**src/rtl/decryption_out_packer.sv**
```systemverilog
// decryption_out_packer: packs decrypted bytes little-endian into 32-bit words,
// buffers them in a first-word-fall-through FIFO and drains them over valid/ready.
// A full FIFO with no pop in the same cycle drops the word and sets a sticky flag.
// Optional feature macro: DEC_OUT_STATS_EN (adds byte_cnt_o and drop_cnt_o).
module decryption_out_packer #(
  parameter int SYS_DWIDTH = 8,
  parameter int OUT_DWIDTH = 32,
  parameter int DEPTH      = 16,
  parameter int ADDR_W     = 4
) (
  input  logic                  clk_sys,
  input  logic                  rst_n,
  input  logic [SYS_DWIDTH-1:0] data_i,
  input  logic                  valid_i,
  input  logic                  flush_i,
  input  logic                  clr_ovf_i,
  output logic [OUT_DWIDTH-1:0] data_o,
  output logic [3:0]            byte_en_o,
  output logic                  valid_o,
  input  logic                  ready_i,
  output logic [ADDR_W:0]       level_o,
  output logic                  full_o,
  output logic                  overflow_o
`ifdef DEC_OUT_STATS_EN
  ,
  output logic [15:0]           byte_cnt_o,
  output logic [15:0]           drop_cnt_o
`endif
);

  logic [1:0]            lane;
  logic [OUT_DWIDTH-1:0] pack;
  logic [OUT_DWIDTH-1:0] pack_nxt;
  logic [2:0]            cnt_nxt;
  logic                  push;
  logic [3:0]            push_be;
  logic                  pop;
  logic                  accept;
  logic                  drop;

  logic [ADDR_W-1:0]     wr_ptr;
  logic [ADDR_W-1:0]     rd_ptr;
  logic [ADDR_W:0]       level;
  logic [OUT_DWIDTH-1:0] mem_data [DEPTH];
  logic [3:0]            mem_be   [DEPTH];

  // Packer next state: the incoming byte is merged first, so a flush in the same
  // cycle sees it and a completing byte yields exactly one full word.
  always_comb begin
    pack_nxt = pack;
    if (valid_i) pack_nxt[{lane, 3'b000} +: SYS_DWIDTH] = data_i;
    cnt_nxt  = {1'b0, lane} + {2'b00, valid_i};
    push     = (cnt_nxt == 3'd4) || (flush_i && (cnt_nxt != 3'd0));
    push_be  = 4'((5'd1 << cnt_nxt) - 5'd1);
  end

  assign valid_o = (level != '0);
  assign full_o  = (level == (ADDR_W+1)'(DEPTH));
  assign level_o = level;
  assign pop     = valid_o && ready_i;
  assign accept  = push && (!full_o || pop);
  assign drop    = push && full_o && !pop;

  // Head word shown straight from storage; forced to zero while the FIFO is empty.
  assign data_o    = valid_o ? mem_data[rd_ptr] : '0;
  assign byte_en_o = valid_o ? mem_be[rd_ptr]   : 4'b0000;

  // Lane counter and packing register; both clear whenever a word leaves the packer.
  always_ff @(posedge clk_sys or negedge rst_n) begin
    if (!rst_n) begin
      lane <= 2'd0;
      pack <= '0;
    end else if (push) begin
      lane <= 2'd0;
      pack <= '0;
    end else begin
      lane <= cnt_nxt[1:0];
      pack <= pack_nxt;
    end
  end

  // FIFO storage is data only and needs no reset.
  always_ff @(posedge clk_sys) begin
    if (accept) begin
      mem_data[wr_ptr] <= pack_nxt;
      mem_be[wr_ptr]   <= push_be;
    end
  end

  // FIFO pointers and occupancy; pointers wrap naturally at DEPTH.
  always_ff @(posedge clk_sys or negedge rst_n) begin
    if (!rst_n) begin
      wr_ptr <= '0;
      rd_ptr <= '0;
      level  <= '0;
    end else begin
      if (accept) wr_ptr <= wr_ptr + 1'b1;
      if (pop)    rd_ptr <= rd_ptr + 1'b1;
      case ({accept, pop})
        2'b10:   level <= level + 1'b1;
        2'b01:   level <= level - 1'b1;
        default: level <= level;
      endcase
    end
  end

  // Sticky overflow; a drop in the same cycle as a clear keeps the flag set.
  always_ff @(posedge clk_sys or negedge rst_n) begin
    if (!rst_n)         overflow_o <= 1'b0;
    else if (drop)      overflow_o <= 1'b1;
    else if (clr_ovf_i) overflow_o <= 1'b0;
  end

`ifdef DEC_OUT_STATS_EN
  // Statistics: byte count wraps, drop count saturates.
  always_ff @(posedge clk_sys or negedge rst_n) begin
    if (!rst_n) begin
      byte_cnt_o <= 16'd0;
      drop_cnt_o <= 16'd0;
    end else begin
      if (valid_i) byte_cnt_o <= byte_cnt_o + 16'd1;
      if (drop && (drop_cnt_o != 16'hFFFF)) drop_cnt_o <= drop_cnt_o + 16'd1;
    end
  end
`endif

endmodule
```
**config.mk**
```make
export PLATFORM = sky130hd
export DESIGN_NAME = decryption_out_packer
export DESIGN_NICKNAME = d
export VERILOG_FILES = /design/src/rtl/decryption_out_packer.sv
export SDC_FILE = /design/constraint.sdc
export NUM_CORES = 1
export LEC_CHECK = 0
export CAP_MARGIN = 0
export CORE_MARGIN = 8
export CORE_UTILIZATION = 55
export DETAILED_ROUTE_END_ITERATION = 7
export PLACE_DENSITY = 0.75
export SETUP_SLACK_MARGIN = 0.02
export SYNTH_ARGS = -nofsm -noshare
export SYNTH_HDL_FRONTEND = slang
export SYNTH_SLANG_ARGS = --single-unit
```
**constraint.sdc**
```tcl
create_clock -name clk_sys -period 4 [get_ports clk_sys]
set_input_delay 1 -clock clk_sys [delete_from_list [all_inputs] [get_ports clk_sys]]
set_output_delay 1 -clock clk_sys [all_outputs]
set_load 0.005 [all_outputs]
```
# Word level (Yosys, flattened, before mapping)
# Memories as Yosys holds them, arrays and structs flattened.
# Cells that the tools add are included.
[classes]
n_reduce_logical = 13
eq_ne = 4
shifts = 3
muxes = 11
n_addsub = 7
[op_table]
columns = ["operator", "count"]
rows = [
  ["2-to-1 mux 32 bit", 3],
  ["bitwise mux 32 bit", 1],
  ["variable shift 8 x 7 -> 32 bit (first input constant)", 1],
  ["variable part select 8 x 7 -> 32 bit", 1],
  ["one-hot mux 5 bit (2 select lines)", 1],
  ["adder 4 x 1 -> 4 bit (second input constant)", 2],
  ["negator 5 -> 7 bit", 1],
  ["adder 5 x 1 -> 5 bit (second input constant)", 1],
  ["equality test 5 bit (second input constant)", 1],
  ["logical AND 1 bit", 5],
  ["nonzero test 5 bit", 1],
  ["subtractor 5 x 1 -> 5 bit (second input constant)", 1],
  ["2-to-1 mux 1 bit", 4],
  ["2-to-1 mux 4 bit", 1],
  ["nonzero test 2 bit", 2],
  ["<< shifter 1 x 3 -> 4 bit (first input constant)", 1],
  ["subtractor 4 x 1 -> 4 bit (second input constant)", 1],
  ["adder 2 x 1 -> 3 bit", 1],
  ["equality test 3 bit (second input constant)", 1],
  ["nonzero test 3 bit", 1],
  ["equality test 2 x 1 -> 1 bit (second input constant)", 1],
  ["equality test 2 bit (second input constant)", 1],
  ["zero test 1 bit", 2],
  ["logical OR 1 bit", 2],
  ["2-to-1 mux 2 bit", 1],
]
[word_totals]
mem_bits_rw = 576
regBits = 48
output_inout_bits = 44
mem_count = 2
wordCells = 46
inputBits = 14
[mem_list]
columns = ["memory", "words", "word_bits", "read_ports", "rd_clocked_by_memory_dff", "write_ports", "line", "source"]
rows = [
  ["mem_data", 16, 32, 1, 0, 1, "44", "logic [OUT_DWIDTH-1:0] mem_data [DEPTH];"],
  ["mem_be", 16, 4, 1, 0, 1, "45", "logic [3:0] mem_be [DEPTH];"],
]

# Logic depth before layout (Yosys ltp)
# Gate-level depths: netlist (run 1).
[logic_depth]
ltp_word = 7
mapped_depth = 11
depth_no_buf = 10

# Worst setup path before layout (run 1)
# Ideal clock, no wire load.
[synth_path]
path_type = "in2reg"
from = "in valid_i"
to = "mem mem_be[4][0], enable pin"
n_path_buf = 2
required_time_ns = 3.571
stages = 8
arrival_time_ns = 4.142
slack_ns = -0.571
setup_time_ns = 0.429
path_cell_list = "ha_1 ha_1 or3b_1 buf_2 a32oi_1 buf_2 nand3b_1 nor2_1"
[synth_via]
elab_chain_cells = 7
word_cells_on_any_way = 8
classes_between = "1 x add/sub; 1 x eq/ne; 2 x mux; 4 x reduce/logical"
[synth_rtl]
columns = ["element", "line", "source"]
rows = [
  ["start, declared", "14", "input logic valid_i,"],
  ["adder 2 x 1 -> 3 bit *", "52", "cnt_nxt = {1'b0, lane} + {2'b00, valid_i};"],
  ["nonzero test 3 bit", "53", "push = (cnt_nxt == 3'd4) || (flush_i && (cnt_nxt != 3'd0));"],
  ["logical AND 1 bit", "53", ""],
  ["logical OR 1 bit *", "53", ""],
  ["logical AND 1 bit *", "61", "assign accept = push && (!full_o || pop);"],
  ["2-to-1 mux 1 bit *", "84", "if (accept) begin"],
  ["2-to-1 mux 1 bit (implied by the code) *", "86", "mem_be[wr_ptr] <= push_be;"],
  ["end, declared", "45", ""],
]
# Every way passes the cells marked *; elsewhere a longest branch is shown, timed or not.

# Final worst setup path (run 1)
[layout_path]
from = "reg rd_ptr[0]"
to = "out data_o[24]"
[layout_via]
elab_chain_cells = 2
[layout_rtl]
columns = ["element", "line", "source"]
rows = [
  ["start, declared", "42", "logic [ADDR_W-1:0] rd_ptr;"],
  ["start signal, assigned", "98", "if (pop) rd_ptr <= rd_ptr + 1'b1;"],
  ["memory (16 x 32 bit)", "n/a", ""],
  ["2-to-1 mux 32 bit", "65", "assign data_o = valid_o ? mem_data[rd_ptr] : '0;"],
  ["end, declared", "17", "output logic [OUT_DWIDTH-1:0] data_o,"],
]
# No other way between the ends.

==> metrics.md, run 1 <==
| Metric | Value |
|---|---|
| Yosys top cell by area | `edfxtp_1` |
| Worst-path fanout max | `7` |
| Syn_area_per_cell | `22.79 um^2` |
| Worst flop-to-flop path startpoint | `lane[0]$_DFF_PN0_` |
| Period minus WS final | `3.989 ns` |
| I/O Pins | `58` |
| Worst Max-Slew Pin Slew | `1.173 ns` |
| Clock buffer depth | `3` |
| Hold Worst Slack | `0.4929 ns` |
| LEAKAGE | `10.10 nW` |
| Critical path class | `reg -> out` |
| TritonCTS clock tree | `built` |
| CP arrival | `2.99 ns` |
| Hold Crit Class | `reg -> reg` |
| Count leader, synth | `edfxtp_1` |
| Layout cells sized above 1 | `0.3403` |
| Clock sink total | `624` |
| Power Dens Cells | `707.6 nW/um^2` |
| Vias in the first global route | `12570` |
| Total power | `0.02078 W` |
| Nets | `1273` |
| Root Driver | `clkbuf_16` |
| Final hold violations | `0` |
| Flops & latches, synth | `624` |
| Full die area | `51200 um^2` |
| GRT busiest layer | `met2` |
| Final GP Congestion | `0.7622` |
| Pre-Repair DR Iteration Count | `5` |
| Synthesized cell area | `24320 um^2` |
| First-pass GRT wire length | `85010 um` |
| Synthesis-to-finish area growth | `20.73%` |
| Gr usage total | `0.2299` |
| Routed WL | `58870 um` |
| Final setup TNS | `0 ns` |
| Register area | `18510 um^2` |
| Crit end category | `output pin` |
| Remaining global-route overflow | `0` |
| Drc violations | `0` |
| Leading cell types by count after synthesis | `edfxtp_1, mux4_2, and2_1, dfrtp_1, a22o_1` |
| Final Non-Filler Cells | `1885` |
| Synth Flop Type | `edfxtp_1` |
| # setup viols final | `0` |
| Fmax | `0.2507 GHz` |
| Slew Viols, Final | `0` |
| Chip Height | `226.3 um` |
| Fraction of registers with async set/reset | `0.07692` |
| Die X | `226.3 um` |
| Fin area | `29360 um^2` |
| H-tree levels | `2` |
| Wirelength per Cell | `31.23 um` |
| Core area | `43930 um^2` |
| Met2 Usage GRT | `0.3726` |
| Placed wire-length estimate | `29540 um` |
| Via/cell ratio | `6.419` |
| Top-area cell type share of the netlist area | `0.7113` |
| Cell Area, Placed | `26360 um^2` |
| Clock-pin transition on the worst setup and hold timing paths | `0.06 ns` |
| # rows | `77` |
| Mapped Cells | `1067` |
| Worst IR drop on VDD | `0.5048 mV` |
| Antenna-violating nets left | `0` |
| Synth area leaders | `edfxtp_1, mux4_2, dfrtp_1` |
| Ant diodes | `0` |
| Hold_sp | `overflow_o$_DFFE_PN0P_` |
| Yosys warning count | `0` |
| Number of flops mapped to enable cells by yosys | `576` |
| Cell variety after synth | `46` |
| Max Cap Viol | `0` |
| Met3 Use GR | `0.04449` |
| RSZ-0062 raised after global routing | `yes` |
| Iter 0 DRT Violations | `1355` |
| Tcrit/Tclk final | `0.9973` |
| Worst Setup SP | `rd_ptr[0]$_DFFE_PN0P_` |
| Clock Skew | `0.02129 ns` |
| Via count | `12100` |
| Multi-input combinational cell area | `5619 um^2` |
| CTS buffer count | `57` |
| Initial core utilization | `0.5535` |
| Sequential share of the synthesized area | `0.7607` |
| I/O Buffers | `57` |
| Largest net degree at the start of global routing | `37` |
| # placed instances | `1727` |
| Fillers | `2650` |
| Post-Syn Nets | `1096` |
| Run status | `finished clean` |
| GR Layer Usage met1 | `0.3168` |
| Critical Path RT | `3.00 ns` |
| Hold-fix buffers, CTS | `0` |
| Slew HR | `0.2153` |
| Worst skew pair latency | `0.60 ns` |
| Startpoint Class | `flop` |
| Initial antenna violation count | `0` |
## worst max-delay path, stage by stage, from the launching register on
cell     delay (ns)
dfrtp_4        0.52
buf_12         0.15
buf_12         0.14
buf_12         0.13
buf_16         0.15
buf_12         0.13
mux4_2         0.43
mux4_2         0.47
and2_4         0.18
buf_6          0.11
## stage by stage
| stage | util | worst slack (ns) |
|---|---|---|
| global placement | 0.6000 | 0.08572 |
| floorplan | - | -0.04367 |
| global route | 0.6683 | -0.03639 |
| CTS | 0.6638 | -0.1182 |
| finish | 0.6683 | 0.01069 |
| detailed placement | 0.6000 | -0.01828 |
## logic make-up (layout without fill, tap and decap cells)
group	Yosys count	in the layout	synth area share
flops	624	624	0.7607
mux	182	182	0.1678
simple gates	119	119	0.03046
buf+inv	65	291	0.01188
compound gates	52	52	0.01790
fa+ha+maj	15	15	0.007718
xor+xnor	10	10	0.003601
## state kept, by name, summed over array words and instances (netlist names)
| name | flops |
|---|---|
| overflow_o | 1 |
| wr_ptr | 4 |
| level_o | 5 |
| lane | 2 |
| mem_be | 64 |
| pack | 32 |
| mem_data | 512 |
| rd_ptr | 4 |
## report_power, final
| group | switching, W | leakage [nW] | internal [W] |
|---|---|---|---|
| clock network | 0.00237 | 1.01 | 0.00366 |
| registers | 0.000313 | 6.05 | 0.00763 |
| logic | 0.00292 | 3.04 | 0.00389 |
## placed cells by master (no fill, tap or decap), drive strengths merged, types with 15 or more instances in the layout
cell           instances
a22o                  32
and2                  81
buf                  119
bufinv                15
clkbuf                71
clkdlybuf4s50         20
clkinv                24
dfrtp                 48
edfxtp               576
ha                    15
mux4                 180
## final timing paths
path	end	slack, ns	cells after the start
worst max-delay path	data_o[24]	0.01	9
worst min-delay path	overflow_o$_DFFE_PN0P_	0.49	2
worst max register to register	mem_data[0][5]$_DFFE_PP_	0.86	8
worst min register to register	overflow_o$_DFFE_PN0P_	0.49	2
max in group asynchronous	pack[26]$_DFF_PN0_	2.73	2
min in group asynchronous	lane[0]$_DFF_PN0_	0.51	1
## layer usage
metal | part of all wire | wire [um]
met5 | 0 | 0
met4 | 0.028 | 1651
met3 | 0.091 | 5342
met2 | 0.50 | 29240
met1 | 0.38 | 22630
## final cells by class
cell class | instances | area share
well taps | 592 | 0.02523
flip-flops and latches | 624 | 0.6304
clock buffers | 66 | 0.05118
repair buffers | 172 | 0.08041
multi-input cells | 378 | 0.1914
clock inverters | 42 | 0.02003
inverters | 11 | 0.001406
## repair_timing
action | in CTS | in global routing
setup buffers | 25 | 14
gates cloned | 11 | 2
resized for setup | 84 | 40
endpoints found under the setup margin | 36 | 29
pin swaps | 2 | 0
Power figures use the tool's default switching activity.
==> run 2: changes to the inputs <==
--- a/config.mk
+++ b/config.mk
@@ -5,6 +5,7 @@
 export SDC_FILE = /design/constraint.sdc
 export NUM_CORES = 1
 export LEC_CHECK = 0
+export ABC_AREA = 1
 export CAP_MARGIN = 0
 export CORE_MARGIN = 8
 export CORE_UTILIZATION = 55
==> run 2 against run 1 <==
Net effect: critical path depth did not move; sequential share of layout area grew 0.52 points; clock skew shrank 0.0093 ns; via count grew 41%; core utilization is 2.2 points lower; final area shrank 0.82%; cell count rose by 41%; count of clock-buffer cells in the layout rose by 7; global-route usage grew 1.4 points; routed wire length rose by 15%; fmax rose by 1.2%; sequential cell count stayed put; critical path type unchanged; largest power group is now combinational logic; highest routed layer unchanged.
==> metrics.md, run 2 <==
| Metric | Value |
|---|---|
| H-tree levels | `2 (unchanged)` |
| TritonCTS clock tree | `built (unchanged)` |
| Synthesis-to-finish area growth | `16.45% (was 20.73%)` |
| Period minus WS final | `3.941 ns (was 3.989 ns)` |
| Leading cell types by count after synthesis | `edfxtp_1, nor2_1, o21ai_0, o221ai_1, nand2_1 (was edfxtp_1, mux4_2, and2_1, dfrtp_1, a22o_1)` |
| RSZ-0062 raised after global routing | `yes (unchanged)` |
| # rows | `78 (was 77)` |
| Sequential share of the synthesized area | `0.7398 (was 0.7607)` |
| Reg2reg setup slack | `1.17 ns (was 0.86 ns)` |
| Layout cells sized above 1 | `0.1150 (was 0.3403)` |
| Core area | `45090 um^2 (was 43930 um^2)` |
| # setup viols final | `0 (unchanged)` |
| Gr usage total | `0.2438 (was 0.2299)` |
| Die X | `229.2 um (was 226.3 um)` |
| Synth Flop Type | `edfxtp_1 (unchanged)` |
| Count leader, synth | `edfxtp_1 (unchanged)` |
| Syn_area_per_cell | `13.03 um^2 (was 22.79 um^2)` |
| Multi-input combinational cell area | `5789 um^2 (was 5619 um^2)` |
| Ant diodes | `0 (unchanged)` |
| Top-area cell type share of the netlist area | `0.6917 (was 0.7113)` |
| Max Cap Viol | `0 (unchanged)` |
| Final hold violations | `0 (unchanged)` |
| Critical path class | `reg -> out (unchanged)` |
| Cell variety after synth | `35 (was 46)` |
| Flops & latches, synth | `624 (unchanged)` |
| Largest net degree at the start of global routing | `74 (was 37)` |
| Top reg by flops | `mem_data (unchanged)` |
| Yosys top cell by area | `edfxtp_1 (unchanged)` |
| CTS buffer count | `59 (was 57)` |
| Worst IR drop on VDD | `0.4643 mV (was 0.5048 mV)` |
| Largest regs | `mem_data (512), mem_be (64), pack (32) (unchanged)` |
| Commonest non-fill, non-tap cell in the layout | `edfxtp_1 (unchanged)` |
| Pre-Repair DR Iteration Count | `6 (was 5)` |
| I/O Buffers | `57 (unchanged)` |
| Run status | `finished clean (unchanged)` |
| Wirelength per Cell | `25.36 um (was 31.23 um)` |
| Antenna-violating nets left | `0 (unchanged)` |
| I/O Pins | `58 (unchanged)` |
| Fillers | `3099 (was 2650)` |
| Initial core utilization | `0.5546 (was 0.5535)` |
| Reg2Reg Capture Point | `mem_data[10][22]$_DFFE_PP_ (was mem_data[0][5]$_DFFE_PP_)` |
| Register-to-Register Path Depth | `10 (was 8)` |
| Power Dens Cells | `744.0 nW/um^2 (was 707.6 nW/um^2)` |
| Mapped Cells | `1919 (was 1067)` |
| Post-Syn Nets | `1948 (was 1096)` |
| Final GP Congestion | `0.8537 (was 0.7622)` |
| Final setup TNS | `0 ns (unchanged)` |
| Yosys warning count | `0 (unchanged)` |
| Slew HR | `0.5281 (was 0.2153)` |
| Via/cell ratio | `6.417 (was 6.419)` |
| LEAKAGE | `10.43 nW (was 10.10 nW)` |
| Tcrit/Tclk final | `0.9851 (was 0.9973)` |
| Max reg flops | `512 (unchanged)` |
| Worst-path fanout max | `25 (was 7)` |
| Fmax | `0.2538 GHz (was 0.2507 GHz)` |
| Slew Viols, Final | `0 (unchanged)` |
| Hold Crit Class | `in -> async (was reg -> reg)` |
| Nets | `2047 (was 1273)` |
| Clock-pin transition on the worst setup and hold timing paths | `0.06 ns (about the same)` |
| CP arrival | `2.94 ns (was 2.99 ns)` |
| Vias in the first global route | `16670 (was 12570)` |
| Full die area | `52540 um^2 (was 51200 um^2)` |
| Fraction of registers with async set/reset | `0.07692 (unchanged)` |
| Critical Path RT | `3.00 ns (about the same)` |
| Number of flops mapped to enable cells by yosys | `576 (unchanged)` |
| Fin util | `0.6458 (was 0.6683)` |
| Drc violations | `0 (unchanged)` |
| Worst Max-Slew Pin Slew | `0.7061 ns (was 1.173 ns)` |
| Placed wire-length estimate | `34330 um (was 29540 um)` |
| Worst skew pair latency | `0.62 ns (was 0.60 ns)` |
| First-pass GRT wire length | `99090 um (was 85010 um)` |
| Crit end category | `output pin (unchanged)` |
| Chip Height | `229.2 um (was 226.3 um)` |
| Clock sink total | `624 (unchanged)` |
| Synthesized cell area | `25010 um^2 (was 24320 um^2)` |
| Register area | `18510 um^2 (about the same)` |
| Remaining global-route overflow | `0 (unchanged)` |
| Clock buffer depth | `3 (unchanged)` |
| Initial antenna violation count | `0 (unchanged)` |
| Synth area leaders | `edfxtp_1, o21ai_0, nor2_1 (was edfxtp_1, mux4_2, dfrtp_1)` |
| Routed WL | `67470 um (was 58870 um)` |
| Clock Skew | `0.01194 ns (was 0.02129 ns)` |
| Via count | `17070 (was 12100)` |
| Startpoint Class | `flop (unchanged)` |
| Most frequent cells in the layout | `edfxtp_1, nor2_1, o21ai_0, o221ai_1, nand2_1 (was edfxtp_1, mux4_2, clkbuf_16, and2_1, buf_4)` |
| Worst flop-to-flop path startpoint | `lane[0]$_DFF_PN0_ (unchanged)` |
| Iter 0 DRT Violations | `2760 (was 1355)` |
| Root Driver | `clkbuf_16 (unchanged)` |
==> run 2: where the power goes <==
group	internal, W	leakage (nW)	total [W]	switching [W]
clock network	0.00279	0.849	0.00513	0.00234
logic	0.00325	3.30	0.00857	0.00533
registers	0.00777	6.28	0.00796	0.000197
total	0.0138	10.4	0.0217	0.00786
==> run 2: metrics by stage <==
step	hold slack (ns)	instances	cell area, um^2	worst slack, ns	total power, W
6_report	0.2335	2660	29120	0.05949	0.02167
5_1_grt	0.2188	2660	29120	-0.008485	0.02256
4_1_cts	0.2033	2647	28870	0.01729	0.02122
3_5_place_dp	0.5285	2529	26760	0.2815	0.01560
3_3_place_gp	0.5235	2529	26760	0.2920	0.01538
2_1_floorplan	0.4991	1919	25010	-0.1607	0.01246
==> run 2: cell type report <==
type | count | share of cell area
multi-input cells | 1104 | 0.1988
flip-flops and latches | 624 | 0.6355
clock inverters | 30 | 0.006187
repair inverters | 3 | 0.0009883
clock buffers | 73 | 0.05324
repair buffers | 161 | 0.06948
well taps | 600 | 0.02578
inverters | 65 | 0.009969
==> run 2: kinds of logic after synthesis <==
kind of cell,count (synthesis),share of synthesized area
adders and majority gates,15,0.007506
buffers and inverters,191,0.03548
DFF,624,0.7398
and+or+nand+nor,554,0.09002
AOI/OAI and AO/OA,526,0.1241
xor gates and xnor gates,9,0.003153
==> run 2: routing by layer <==
layer | wire, um | up-vias | GRT usage
met3 | 8475 | 161 | 0.04438
met4 | 2334 | 0 | 0.08667
li1 | - | 7324 | -
met1 | 24950 | 8326 | 0.3339
met5 | 0 | - | 0
met2 | 31710 | 1259 | 0.3908
==> run 2: critical path, cell delays in order (launching register included) <==
cell	delay, ns
dfrtp_4	0.50
buf_6	0.16
clkinv_16	0.13
buf_16	0.18
o21ai_0	0.12
o221ai_1	0.25
nand3_1	0.13
a21oi_2	0.19
buf_4	0.15
clkdlybuf4s50_1	0.50
==> run 2: what timing repair did <==
action | CTS | global route
pin swaps | 0 | 6
hold buffers | 0 | 0
buffers inserted | 9 | 7
gates cloned | 6 | 7
endpoints found under the setup margin | 36 | 33
gates resized for setup | 25 | 20
==> run 2: worst max path at each step <==
stage                          start                          to  slack (ns)
4_1_cts        rd_ptr[0]$_DFFE_PN0P_                  data_o[13]        0.02
3_3_place_gp                 valid_i  mem_data[10][21]$_DFFE_PP_        0.29
5_1_grt        rd_ptr[0]$_DFFE_PN0P_                  data_o[22]      -0.008
3_5_place_dp                 valid_i  mem_data[10][24]$_DFFE_PP_        0.28
2_1_floorplan                valid_i      mem_be[0][0]$_DFFE_PP_       -0.16
6_report       rd_ptr[0]$_DFFE_PN0P_                byte_en_o[3]        0.06
